File: config.mk
export PLATFORM = sky130hd
export DESIGN_NAME = filt_boxcar_sched
export DESIGN_NICKNAME = d
export VERILOG_FILES = /design/src/rtl/filt_boxcar_sched.sv
export SDC_FILE = /design/constraint.sdc
export NUM_CORES = 1
export LEC_CHECK = 0
export CAP_MARGIN = 0
export CORE_MARGIN = 2
export CORE_UTILIZATION = 55
export DETAILED_ROUTE_END_ITERATION = 10
export PLACE_DENSITY_LB_ADDON = 0.2
export SETUP_SLACK_MARGIN = 0.1
export SLEW_MARGIN = 15
export SYNTH_ARGS = -nofsm -noshare
export SYNTH_HDL_FRONTEND = slang
export SYNTH_SLANG_ARGS = --single-unit
File: constraint.sdc
create_clock -name clk -period 6.8 [get_ports clk]
set_input_delay 1.36 -clock clk [delete_from_list [all_inputs] [get_ports clk]]
set_output_delay 1.36 -clock clk [all_outputs]
set_load 0.02 [all_outputs]
File: src/rtl/filt_boxcar_sched.sv
// filt_boxcar_sched: round-robin shared boxcar averager for NUM_CH streams.
// Ports: clk, rst (sync, high), flush; in_valid/in_data/in_ready per
// channel; out_valid strobe with out_ch, out_data, out_primed (registered).
module filt_boxcar_sched #(
   parameter int DATA_WIDTH = 16,
   parameter int AVG_DEPTH  = 3,
   parameter int NUM_CH     = 4,
   localparam int CH_BITS   = $clog2(NUM_CH),
   localparam int SUM_WIDTH = DATA_WIDTH + AVG_DEPTH
) (
   input  logic                         clk,
   input  logic                         rst,
   input  logic                         flush,
   input  logic [NUM_CH-1:0]            in_valid,
   input  logic [NUM_CH*DATA_WIDTH-1:0] in_data,
   output logic [NUM_CH-1:0]            in_ready,
   output logic                         out_valid,
   output logic [CH_BITS-1:0]           out_ch,
   output logic [DATA_WIDTH-1:0]        out_data,
   output logic                         out_primed
);

   localparam int AVG_LENGTH = 1 << AVG_DEPTH;
   localparam int FW = AVG_DEPTH + 1;

   typedef enum logic {S_IDLE, S_CALC} state_t;

   state_t state, state_nxt;

   logic [CH_BITS-1:0]    last_grant;
   logic [CH_BITS-1:0]    grant;
   logic [CH_BITS-1:0]    idx;
   logic [CH_BITS-1:0]    cur_ch;
   logic                  req_any;
   logic                  accept;
   logic                  do_calc;
   logic [DATA_WIDTH-1:0] grant_data;
   logic [DATA_WIDTH-1:0] cur_data;

   logic [SUM_WIDTH-1:0]  sum_q  [NUM_CH];
   logic [AVG_DEPTH-1:0]  wptr_q [NUM_CH];
   logic [FW-1:0]         fill_q [NUM_CH];
   logic [DATA_WIDTH-1:0] hist   [NUM_CH][AVG_LENGTH];

   logic                  full;
   logic [DATA_WIDTH-1:0] old_word;
   logic [SUM_WIDTH-1:0]  sum_nxt;
   logic [SUM_WIDTH-1:0]  sum_mag;
   logic [SUM_WIDTH-1:0]  avg_mag;
   logic [SUM_WIDTH-1:0]  avg_full;
   logic [FW-1:0]         fill_nxt;

   // Search upward from the channel after the last grant.
   always_comb begin
      req_any = 1'b0;
      grant   = last_grant;
      idx     = '0;
      for (int k = 1; k <= NUM_CH; k++) begin
         idx = CH_BITS'((int'(last_grant) + k) % NUM_CH);
         if (!req_any && in_valid[idx]) begin
            req_any = 1'b1;
            grant   = idx;
         end
      end
   end

   always_comb begin
      grant_data = '0;
      for (int i = 0; i < NUM_CH; i++) begin
         if (grant == CH_BITS'(i)) begin
            grant_data = in_data[i*DATA_WIDTH +: DATA_WIDTH];
         end
      end
   end

   assign accept   = (state == S_IDLE) && req_any && !flush && !rst;
   assign in_ready = accept ? (NUM_CH'(1) << grant) : '0;
   assign do_calc  = (state == S_CALC) && !flush;

   // Stale history words are masked until the window has filled.
   always_comb begin
      full     = (fill_q[cur_ch] == FW'(AVG_LENGTH));
      old_word = full ? hist[cur_ch][wptr_q[cur_ch]] : '0;
      sum_nxt  = sum_q[cur_ch]
               + {{AVG_DEPTH{cur_data[DATA_WIDTH-1]}}, cur_data}
               - {{AVG_DEPTH{old_word[DATA_WIDTH-1]}}, old_word};
      fill_nxt = full ? fill_q[cur_ch] : fill_q[cur_ch] + FW'(1);
      // Divide the magnitude so negative sums round toward zero.
      sum_mag  = sum_nxt[SUM_WIDTH-1] ? -sum_nxt : sum_nxt;
      avg_mag  = sum_mag >> AVG_DEPTH;
      avg_full = sum_nxt[SUM_WIDTH-1] ? -avg_mag : avg_mag;
   end

   always_ff @(posedge clk) begin
      if (rst) state <= S_IDLE;
      else     state <= state_nxt;
   end

   always_comb begin
      state_nxt = state;
      unique case (state)
         S_IDLE: if (accept) state_nxt = S_CALC;
         S_CALC: state_nxt = S_IDLE;
      endcase
      if (flush) state_nxt = S_IDLE;
   end

   always_ff @(posedge clk) begin
      if (rst) begin
         for (int c = 0; c < NUM_CH; c++) begin
            sum_q[c]  <= '0;
            wptr_q[c] <= '0;
            fill_q[c] <= '0;
         end
         last_grant <= CH_BITS'(NUM_CH - 1);
         cur_ch     <= '0;
         cur_data   <= '0;
         out_valid  <= 1'b0;
         out_ch     <= '0;
         out_data   <= '0;
         out_primed <= 1'b0;
      end else begin
         out_valid <= 1'b0;
         if (flush) begin
            for (int c = 0; c < NUM_CH; c++) begin
               sum_q[c]  <= '0;
               wptr_q[c] <= '0;
               fill_q[c] <= '0;
            end
         end else if (accept) begin
            cur_ch     <= grant;
            cur_data   <= grant_data;
            last_grant <= grant;
         end else if (do_calc) begin
            sum_q[cur_ch]  <= sum_nxt;
            wptr_q[cur_ch] <= wptr_q[cur_ch] + AVG_DEPTH'(1);
            fill_q[cur_ch] <= fill_nxt;
            out_valid      <= 1'b1;
            out_ch         <= cur_ch;
            out_data       <= avg_full[DATA_WIDTH-1:0];
            out_primed     <= (fill_nxt == FW'(AVG_LENGTH));
         end
      end
   end

   always_ff @(posedge clk) begin
      if (do_calc && !rst) begin
         hist[cur_ch][wptr_q[cur_ch]] <= cur_data;
      end
   end

endmodule

# Yosys cells after proc, flatten, opt, wreduce, memory -nomap -nowiden
# Memory sizes are Yosys's and may differ from the RTL's. A register that Yosys moved wholly into a read port is not among the register bits.
# Index checks and enable logic that the tools add are counted.
# Widths: inputs -> output; s select.
dict set report word_totals {
  in_bits 71
  regBits 41
  ram_bits 616
  memories 4
}
dict set report classes {
  n_mux 73
  n_lt_le_gt_ge 6
  shift 1
  n_eq_ne 5
  bitwise_logic 16
  add_sub_neg 10
  reduce_logical 21
}
# memory depth width read_ports rd_ports_with_merged_regs write_ports line
set memory_table {}
lappend memory_table {hist 4 128 1 1 1 43} ;# logic [DATA_WIDTH-1:0] hist [NUM_CH][AVG_LENGTH];
lappend memory_table {sum_q 4 19 1 1 4 40} ;# logic [SUM_WIDTH-1:0] sum_q [NUM_CH];
lappend memory_table {fill_q 4 4 1 1 4 42} ;# logic [FW-1:0] fill_q [NUM_CH];
lappend memory_table {wptr_q 4 3 1 1 4 41} ;# logic [AVG_DEPTH-1:0] wptr_q [NUM_CH];
# cell n
set op_table {}
lappend op_table {{$mux 16} 9}
lappend op_table {{$mux 128} 1}
lappend op_table {{$mux 19} 6}
lappend op_table {{$bmux 16 s3} 1}
lappend op_table {{$demux 16 s3} 1}
lappend op_table {{$mux 2} 15}
lappend op_table {{$mux 4} 7}
lappend op_table {{$mux 1} 23}
lappend op_table {{$add 19x19->19} 1}
lappend op_table {{$neg 19->19} 1}
lappend op_table {{$reduce_or 19->1} 1}
lappend op_table {{$sub 19x19->19} 1}
lappend op_table {{$neg 16->16} 1}
lappend op_table {{$mux 3} 5}
lappend op_table {{$lt 2x3->1 const B} 4}
lappend op_table {{$or 1x1->1} 12}
lappend op_table {{$logic_and 1x1->1} 9}
lappend op_table {{$bmux 1 s2} 4}
lappend op_table {{$eq 4x4->1 const B} 2}
lappend op_table {{$logic_not 1->1} 5}
lappend op_table {{$add 2x1->2 const B} 2}
lappend op_table {{$add 2x2->2 const B} 2}
lappend op_table {{$add 4x1->4 const B} 1}
lappend op_table {{$eq 2x2->1 const B} 2}
lappend op_table {{other kinds (14)} 16}

# Depth between registers and ports, before layout
# Gate-level depths: netlist of the first run.
dict set report logic_depth {
  word_depth 22
  depth_mapped 31
  mapped_depth_nobuf 27
}

# Worst setup path before layout of the first run
# Ideal clock, no wire load.
dict set report synth_timing {
  path_kind {register -> register}
  start {register (tool-made name)}
  end {register out_data[8]}
  path_slack_ps -182
  arrival_time_ps 6891
  path_stages_with_launch 24
  setup_time_ps 91
  cell_sequence {dfxtp_1 -> buf_1 -> clkbuf_1 -> buf_1 -> buf_1 -> mux4_2 -> inv_1 -> fa_1 -> fa_1 -> nor2b_1 -> o2111ai_1 -> and4b_1 -> buf_6 -> or3_1 -> a22oi_1 -> buf_2 -> o21ai_0 -> xnor2_1 -> ha_1 -> inv_1 -> a2111oi_4 -> xnor2_1 -> or3_1 -> a311oi_1}
}
# element line
set synth_lines {}
lappend synth_lines {{to (signal assigned)} 140} ;# out_data <= avg_full[DATA_WIDTH-1:0];
lappend synth_lines {{to (decl)} 19} ;# output logic [DATA_WIDTH-1:0] out_data,

==> out/results.txt, run 1 <==
Die Y -> 231 µm
Avg Inst Size Synth -> 16.7 µm²
GR Util met3 -> 5.55%
hold_ws -> 463 ps
#FFs+latches synth -> 659
number of core rows -> 83
reg-to-reg slack, setup -> 300 ps
Yosys warnings -> 0
Pleak -> 11.6 nW
Synth Instances -> 1688
Final Max Slew Viols -> 0
H-tree Lvls -> 3
final setup fails -> 0
clk buf depth -> 3
Placeable Area -> 51100 µm²
GR peak layer -> met2
critical path endpoint category -> register
CP max FO -> 66
Worst slew margin -> 41.4%
register area share after synthesis -> 68.5%
pin count of the biggest net entering global routing -> 68
Total GRT Usage -> 25.9%
initial core utilization -> 55.3%
Critical Path AT -> 7020 ps
root buffer cell -> clkbuf_16
Layout Skew -> 22.6 ps
unrepaired setup endpoints after global routing -> false
length in cells of the worst reg-to-reg path -> 22
final worst slack -> 296 ps
drt first pass iters -> 6
R2R Path End -> out_data[8]$_SDFFE_PP0P_
Max rail drop VDD -> 0.223 mV
Fill cells -> 3639
Req. time, crit path -> 7320 ps
Flop pwr share -> 44.9%
Post-synth EDFFs -> 616
buffers added on ports -> 94
Fmax -> 154 MHz
Switch Pwr -> 2.79 mW
Setup WS pre-CTS -> 56.4 ps
vias in the first global route -> 16000
WS Path Type -> register to register
min Tclk post-route -> 6500 ps
DR iter-0 viols -> 1813
met1 Track Usage GR -> 37.3%
Total Neg Setup Slack -> 0 ps
Placer Congestion -> 0.877
CTS tree -> built
WL/cell -> 26.0 µm
final wirelength -> 67.4 mm
DR vias -> 16100
Comb pwr share -> 20.4%
nets@finish -> 1974
CP endpoint -> out_data[8]$_SDFFE_PP0P_
die area -> 53200 µm²
clock tree sinks -> 659
CTS buffer count -> 67
register area -> 19400 µm²
Worst-Skew Late Latency -> 610 ps
CP Launch Type -> register
final cell count without fillers -> 2589
Power Density -> 307 nW/µm²
Hold WC Path Type -> register to register
post-synth cell types -> 77
Die W -> 231 µm
ys async rst share -> 0%
status -> completed
Hold Fails Final Rpt -> 0
area of the multi-input gates -> 8460 µm²
net count after synthesis -> 1801
initial antenna violation count -> 0
first-pass GRT wire length -> 101 mm
total grt overflow -> 0
switching fraction of total power -> 27.7%
routed vias/inst -> 6.22
boundary pin count -> 95
area grow syn2layout -> 16.2%
DRC viols -> 0
n_diodes -> 0
placed insts -> 2466
worst slew pin tran -> 873 ps
post-route ant nets -> 0
top_reg_cell synth -> edfxtp_1
Clock Pin Slew Worst Setup and Hold Paths -> 60 ps
period utilisation layout -> 95.6%
routing usage on met2 -> 39.8%
share of cells above drive strength 1 -> 22.0%
Mapped Area -> 28200 µm²
max-cap viol count -> 0
DPL Wire Length -> 42.3 mm
internal cell power -> 7.28 mW
clock network power share -> 34.7%
## stage by stage
stage	utilization, %	power, mW	cell area [µm²]
after global placement	59.9	6.55	30600
after floorplan	-	5.90	28300
after global routing	64.2	10.4	32800
after CTS	64.0	10.1	32700
final	64.2	10.1	32800
after detailed placement	59.9	6.58	30600
## worst max-delay path: stages, from the launching register on
cell and delay, ps:
dfxtp_4 430, mux2_2 380, o21ai_4 200, inv_4 70
buf_12 230, mux4_2 320, mux2i_1 380, o22ai_1 190
o21ai_0 360, fa_1 490, ha_1 310, buf_4 180
o21ai_0 150, a21oi_1 70, o21ai_0 250, a21boi_0 250
or3_1 440, or4_4 460, a2111oi_4 370, buf_6 180
xnor2_1 70, or3_1 340, a311oi_2 260
## repair_timing
action                     CTS  global route
setup buffers                0             6
setup endpoints to repair    2             4
pin swaps                    1             3
gates resized for setup      1            23
hold buffers                 0             0
## routing by layer
layer  vias up  routed length [µm]
li1       6963                   -
met1      8251               27600
met2       779               31500
met3       117                6310
met4         0                1990
met5         -                   0
## worst min path at each step
| stage | startpoint | end | slack [ps] | depth (start not counted) |
|---|---|---|---|---|
| 2_1_floorplan | cur_ch[0]$_SDFFE_PP0P_ | out_ch[0]$_SDFFE_PP0P_ | 490 | 2 |
| 3_3_place_gp | out_ch[1]$_SDFFE_PP0P_ | out_ch[1]$_SDFFE_PP0P_ | 450 | 2 |
| 3_5_place_dp | out_data[15]$_SDFFE_PP0P_ | out_data[15]$_SDFFE_PP0P_ | 450 | 2 |
| 4_1_cts | out_data[15]$_SDFFE_PP0P_ | out_data[15]$_SDFFE_PP0P_ | 470 | 2 |
| 5_1_grt | out_ch[1]$_SDFFE_PP0P_ | out_ch[1]$_SDFFE_PP0P_ | 490 | 2 |
| 6_report | out_data[15]$_SDFFE_PP0P_ | out_data[15]$_SDFFE_PP0P_ | 460 | 2 |
## cell usage after synthesis, types with 7 or more instances
| master | count | share of area [%] |
|---|---|---|
| and3_1 | 7 | 0.16 |
| a21oi_1 | 40 | 0.71 |
| o22ai_1 | 33 | 0.73 |
| inv_1 | 60 | 0.80 |
| mux2i_1 | 69 | 2.4 |
| o21ai_0 | 26 | 0.46 |
| o21a_1 | 12 | 0.32 |
| fa_1 | 18 | 1.3 |
| nand2b_1 | 9 | 0.20 |
| clkbuf_1 | 71 | 0.94 |
| nand3_1 | 19 | 0.34 |
| a311oi_1 | 17 | 0.53 |
| mux4_2 | 153 | 12 |
| ha_1 | 24 | 1.1 |
| or3_1 | 9 | 0.20 |
| nand2_1 | 72 | 0.96 |
| a21o_1 | 9 | 0.24 |
| nor2_1 | 165 | 2.2 |
| nor3_1 | 29 | 0.51 |
| a211oi_1 | 26 | 0.69 |
| dfxtp_1 | 43 | 3.0 |
| and2_1 | 20 | 0.44 |
| buf_1 | 22 | 0.29 |
| edfxtp_1 | 616 | 65 |
| xnor2_1 | 22 | 0.68 |
| xor2_1 | 10 | 0.31 |
## cell usage in the layout (no fill, tap or decap), types with 12 or more instances in the layout
| master | netlist | routed |
|---|---|---|
| ha_1 | 24 | 22 |
| nand3_1 | 19 | 18 |
| clkinv_1 | 1 | 12 |
| o21ai_0 | 26 | 21 |
| o21a_1 | 12 | 12 |
| nand2_1 | 72 | 72 |
| a21oi_1 | 40 | 40 |
| a211oi_1 | 26 | 26 |
| fa_1 | 18 | 18 |
| inv_1 | 60 | 60 |
| nor3_2 | 1 | 21 |
| and2_1 | 20 | 20 |
| nor2_1 | 165 | 165 |
| clkdlybuf4s50_1 | 0 | 94 |
| mux2i_1 | 69 | 60 |
| buf_4 | 1 | 101 |
| clkbuf_16 | 0 | 69 |
| o22ai_1 | 33 | 33 |
| edfxtp_1 | 616 | 616 |
| mux4_2 | 153 | 153 |
| dfxtp_1 | 43 | 41 |
| a311oi_1 | 17 | 16 |
| clkbuf_1 | 71 | 17 |
| xnor2_1 | 22 | 22 |
## flip-flops by register name, summed over array words and instances, names as in the netlist, named ones only
| signal | flops |
|---|---|
| hist | 512 |
| sum_q | 76 |
| cur_data | 16 |
| fill_q | 16 |
| out_data | 16 |
| wptr_q | 12 |
| cur_ch | 2 |
| last_grant | 2 |
| out_ch | 2 |
| out_primed | 1 |
| out_valid | 1 |
| state | 1 |
## cells by family after synthesis
logic type               synth area share [%]
AO/OA/AOI/OAI                            5.26
XOR/XNOR                                0.992
adder cells (fa/ha/maj)                  2.34
buffers and inverters                    2.24
flip-flops                               68.5
multiplexers                             14.7
AND/OR/NAND/NOR                          5.92
## power groups by stage
stage	Combinational (mW)	Sequential, mW	Clock (mW)
final	2.05	4.52	3.49
after global routing	2.20	4.52	3.70
after CTS	1.99	4.52	3.55
after detailed placement	1.98	4.61	0
after global placement	1.95	4.60	0
after floorplan	1.26	4.64	0
## final cells by class
type / count / area share [%]
Inverter: 62 / 0.717
Timing Repair Buffer: 203 / 5.60
Clock buffer: 90 / 5.62
Clock inverter: 27 / 0.694
Sequential cell: 659 / 59.0
Multi-Input combinational cell: 868 / 25.8
Tap cell: 680 / 2.59
No activity file was read; power rests on OpenSTA's default activity.
==> run 2, diff against run 1 <==
--- a/config.mk
+++ b/config.mk
@@ -5,7 +5,6 @@
 export SDC_FILE = /design/constraint.sdc
 export NUM_CORES = 1
 export LEC_CHECK = 0
-export CAP_MARGIN = 0
 export CORE_MARGIN = 2
 export CORE_UTILIZATION = 55
 export DETAILED_ROUTE_END_ITERATION = 10
==> results of run 2 <==
No change in the layout: final DEF, timing and power equal those of run 1.
==> run 3, diff against run 2 <==
--- a/config.mk
+++ b/config.mk
@@ -6,9 +6,9 @@
 export NUM_CORES = 1
 export LEC_CHECK = 0
 export CORE_MARGIN = 2
-export CORE_UTILIZATION = 55
+export CORE_UTILIZATION = 60
 export DETAILED_ROUTE_END_ITERATION = 10
-export PLACE_DENSITY_LB_ADDON = 0.2
+export PLACE_DENSITY = 0.84
 export SETUP_SLACK_MARGIN = 0.1
 export SLEW_MARGIN = 15
 export SYNTH_ARGS = -nofsm -noshare
==> constraint.sdc (replaced) <==
create_clock -name clk -period 7.4 [get_ports clk]
set_input_delay 1.48 -clock clk [delete_from_list [all_inputs] [get_ports clk]]
set_output_delay 1.48 -clock clk [all_outputs]
set_load 0.02 [all_outputs]
==> run 3 against run 2 <==
Count of clock-buffer cells in the layout decreased by 1. Clock power shrank 6.3%. Highest routed layer is now met5. Global-route usage grew 3.8 points. Combinational power down 16%. Sequential share of layout area is 0.63 points higher. Largest cell class unchanged. First-iteration DRC count is 32% higher. Final cell count shrank 3.7%. Critical path type unchanged.
==> out/results.txt, run 3 (synthesized netlist as in run 1, its figures left out) <==
Req. time, crit path -> 7930 ps
most frequent cells in the layout -> 616 x edfxtp_1, 165 x nor2_1, 153 x mux4_2, 94 x clkdlybuf4s50_1, 78 x buf_4
CTS tree -> built
internal cell power -> 6.61 mW
Critical Path AT -> 7540 ps
switching fraction of total power -> 27.9%
nets@finish -> 1946
number of core rows -> 79
clock tree sinks -> 659
DRC viols -> 0
boundary pin count -> 95
status -> completed
Hold WC Path Type -> register to register
Flop pwr share -> 45.5%
Die W -> 221 µm
DR vias -> 16800
Worst path depth -> 23
DPL Wire Length -> 40.8 mm
CP max FO -> 49
Pleak -> 11.5 nW
Power Density -> 282 nW/µm²
Die Y -> 221 µm
WL/cell -> 29.1 µm
Hold-fix buffers, CTS -> 0
Design Area, Final -> 32500 µm²
CTS buffer count -> 66
Switch Pwr -> 2.56 mW
max-cap viol count -> 0
die area -> 48800 µm²
initial antenna violation count -> 3
final wirelength -> 72.5 mm
crit-path cells -> mux2_2 -> o21ai_4 -> inv_8 -> buf_12 -> mux4_2 -> mux2i_1 -> o22ai_1 -> o21a_1 -> ha_1 -> inv_1 -> ha_1 -> inv_1 -> fa_1 -> nor2b_1 -> o2111ai_1 -> and4b_1 -> o22ai_1 -> o211ai_1 -> o21ai_0 -> mux2_2 -> and4b_1 -> or4_1 -> nand3_1
clock network power share -> 35.7%
post-route ant nets -> 0
first-pass GRT wire length -> 107 mm
buffers added on ports -> 94
Total GRT Usage -> 29.7%
number of flip-flops in the largest register -> 512
Clock Pin Slew Worst Setup and Hold Paths -> 60 ps
unrepaired setup endpoints after global routing -> false
Fmax -> 143 MHz
Post-DP Area -> 30300 µm²
share of cells above drive strength 1 -> 20.5%
routed vias/inst -> 6.75
Placer Congestion -> 0.901
hold path depth -> 2
Placeable Area -> 46600 µm²
commonest non-fill, non-tap cell in the layout -> edfxtp_1
total grt overflow -> 0
clk buf depth -> 3
WS Path Type -> register to register
n_diodes -> 0
CP Launch Type -> register
Buf+Inv Stages, Crit Path -> 4
pin count of the biggest net entering global routing -> 76
delay-heaviest family, CP -> compound AO/OA/AOI/OAI gates
final setup fails -> 0
Max stage delay on crit path -> 520 ps
Max rail drop VDD -> 0.182 mV
Fill cells -> 2747
initial core utilization -> 60.7%
Final Max Slew Viols -> 0
Total Neg Setup Slack -> 0 ps
length in cells of the worst reg-to-reg path -> 23
H-tree Lvls -> 3
root buffer cell -> clkbuf_16
Power, Total -> 9.17 mW
min Tclk post-route -> 7010 ps
drt first pass iters -> 5
Hold Fails Final Rpt -> 0
Worst slew margin -> 22.6%
period utilisation layout -> 94.7%
Layout Skew -> 21.1 ps
hold_ws -> 468 ps
area grow syn2layout -> 15.0%
Worst-Skew Late Latency -> 600 ps
worst slew pin tran -> 1160 ps
vias in the first global route -> 16700
critical path endpoint category -> register
Crit-path slowest cell -> o22ai_1
Comb pwr share -> 18.9%
DR iter-0 viols -> 2398
==> run 3: cell types whose count changed in the layout (fill, tap and decap cells not counted), sizes merged <==
cell      previous run  this run
clkinvlp             3         2
bufinv               2         3
buf                109        82
clkinv              20        25
clkbuf              90        89
==> run 3: power groups by stage <==
| stage | Clock (mW) | Sequential [mW] | Combinational [mW] |
|---|---|---|---|
| floorplan | 0 | 4.26 | 1.16 |
| global placement | 0 | 4.24 | 1.63 |
| detailed placement | 0 | 4.25 | 1.67 |
| CTS | 3.28 | 4.17 | 1.70 |
| global route | 3.40 | 4.17 | 1.85 |
| finish | 3.27 | 4.17 | 1.73 |
==> run 3: worst reg2reg max path, delay by kind of cell, from the launching register on <==
kind            cells  cell delay (ps)
flops               1              460
simple gates        5             1280
buf+inv             4              700
mux                 4             1520
fa+ha+maj           3              940
compound gates      7             2040
==> run 3: final cells by class <==
cell class | instances | area (µm²) | area share, %
flip-flops and latches | 659 | 19400 | 59.6
multi-input cells | 868 | 8410 | 25.9
clock buffers | 89 | 1810 | 5.58
repair buffers | 176 | 1610 | 4.97
well taps | 607 | 759 | 2.34
clock inverters | 32 | 277 | 0.851
inverters | 62 | 240 | 0.740
==> run 3: worst paths after layout <==
kind | start | end | slack, ps
worst max-delay path | register | out_data[14]$_SDFFE_PP0P_ | 390
worst min-delay path | out_ch[1]$_SDFFE_PP0P_ | out_ch[1]$_SDFFE_PP0P_ | 470
worst max register to register | register | out_data[14]$_SDFFE_PP0P_ | 390
worst min register to register | out_ch[1]$_SDFFE_PP0P_ | out_ch[1]$_SDFFE_PP0P_ | 470
==> run 3: per-stage QoR <==
step	cells	utilization, %	worst slack, ps
6_report	2493	69.8	390
5_1_grt	2493	69.8	153
4_1_cts	2489	69.6	141
3_5_place_dp	2368	65.1	370
3_3_place_gp	2368	65.1	622
2_1_floorplan	1688	-	418
==> run 3: metal layers <==
layer / up-vias / GRT usage [%] / share of wire [%] / routed length [µm]
met4: 4 / 12.3 / 4.5 / 3250
met3: 217 / 5.28 / 11 / 7740
met2: 1219 / 48.9 / 49 / 35700
met1: 8459 / 39.7 / 36 / 25800
li1: 6919 / - / - / -
met5: - / 0 / 0.037 / 27
==> run 3: repair_timing <==
action,in CTS,in global routing
gates resized for setup,0,3
buffers inserted,0,4
endpoints found under the setup margin,0,4
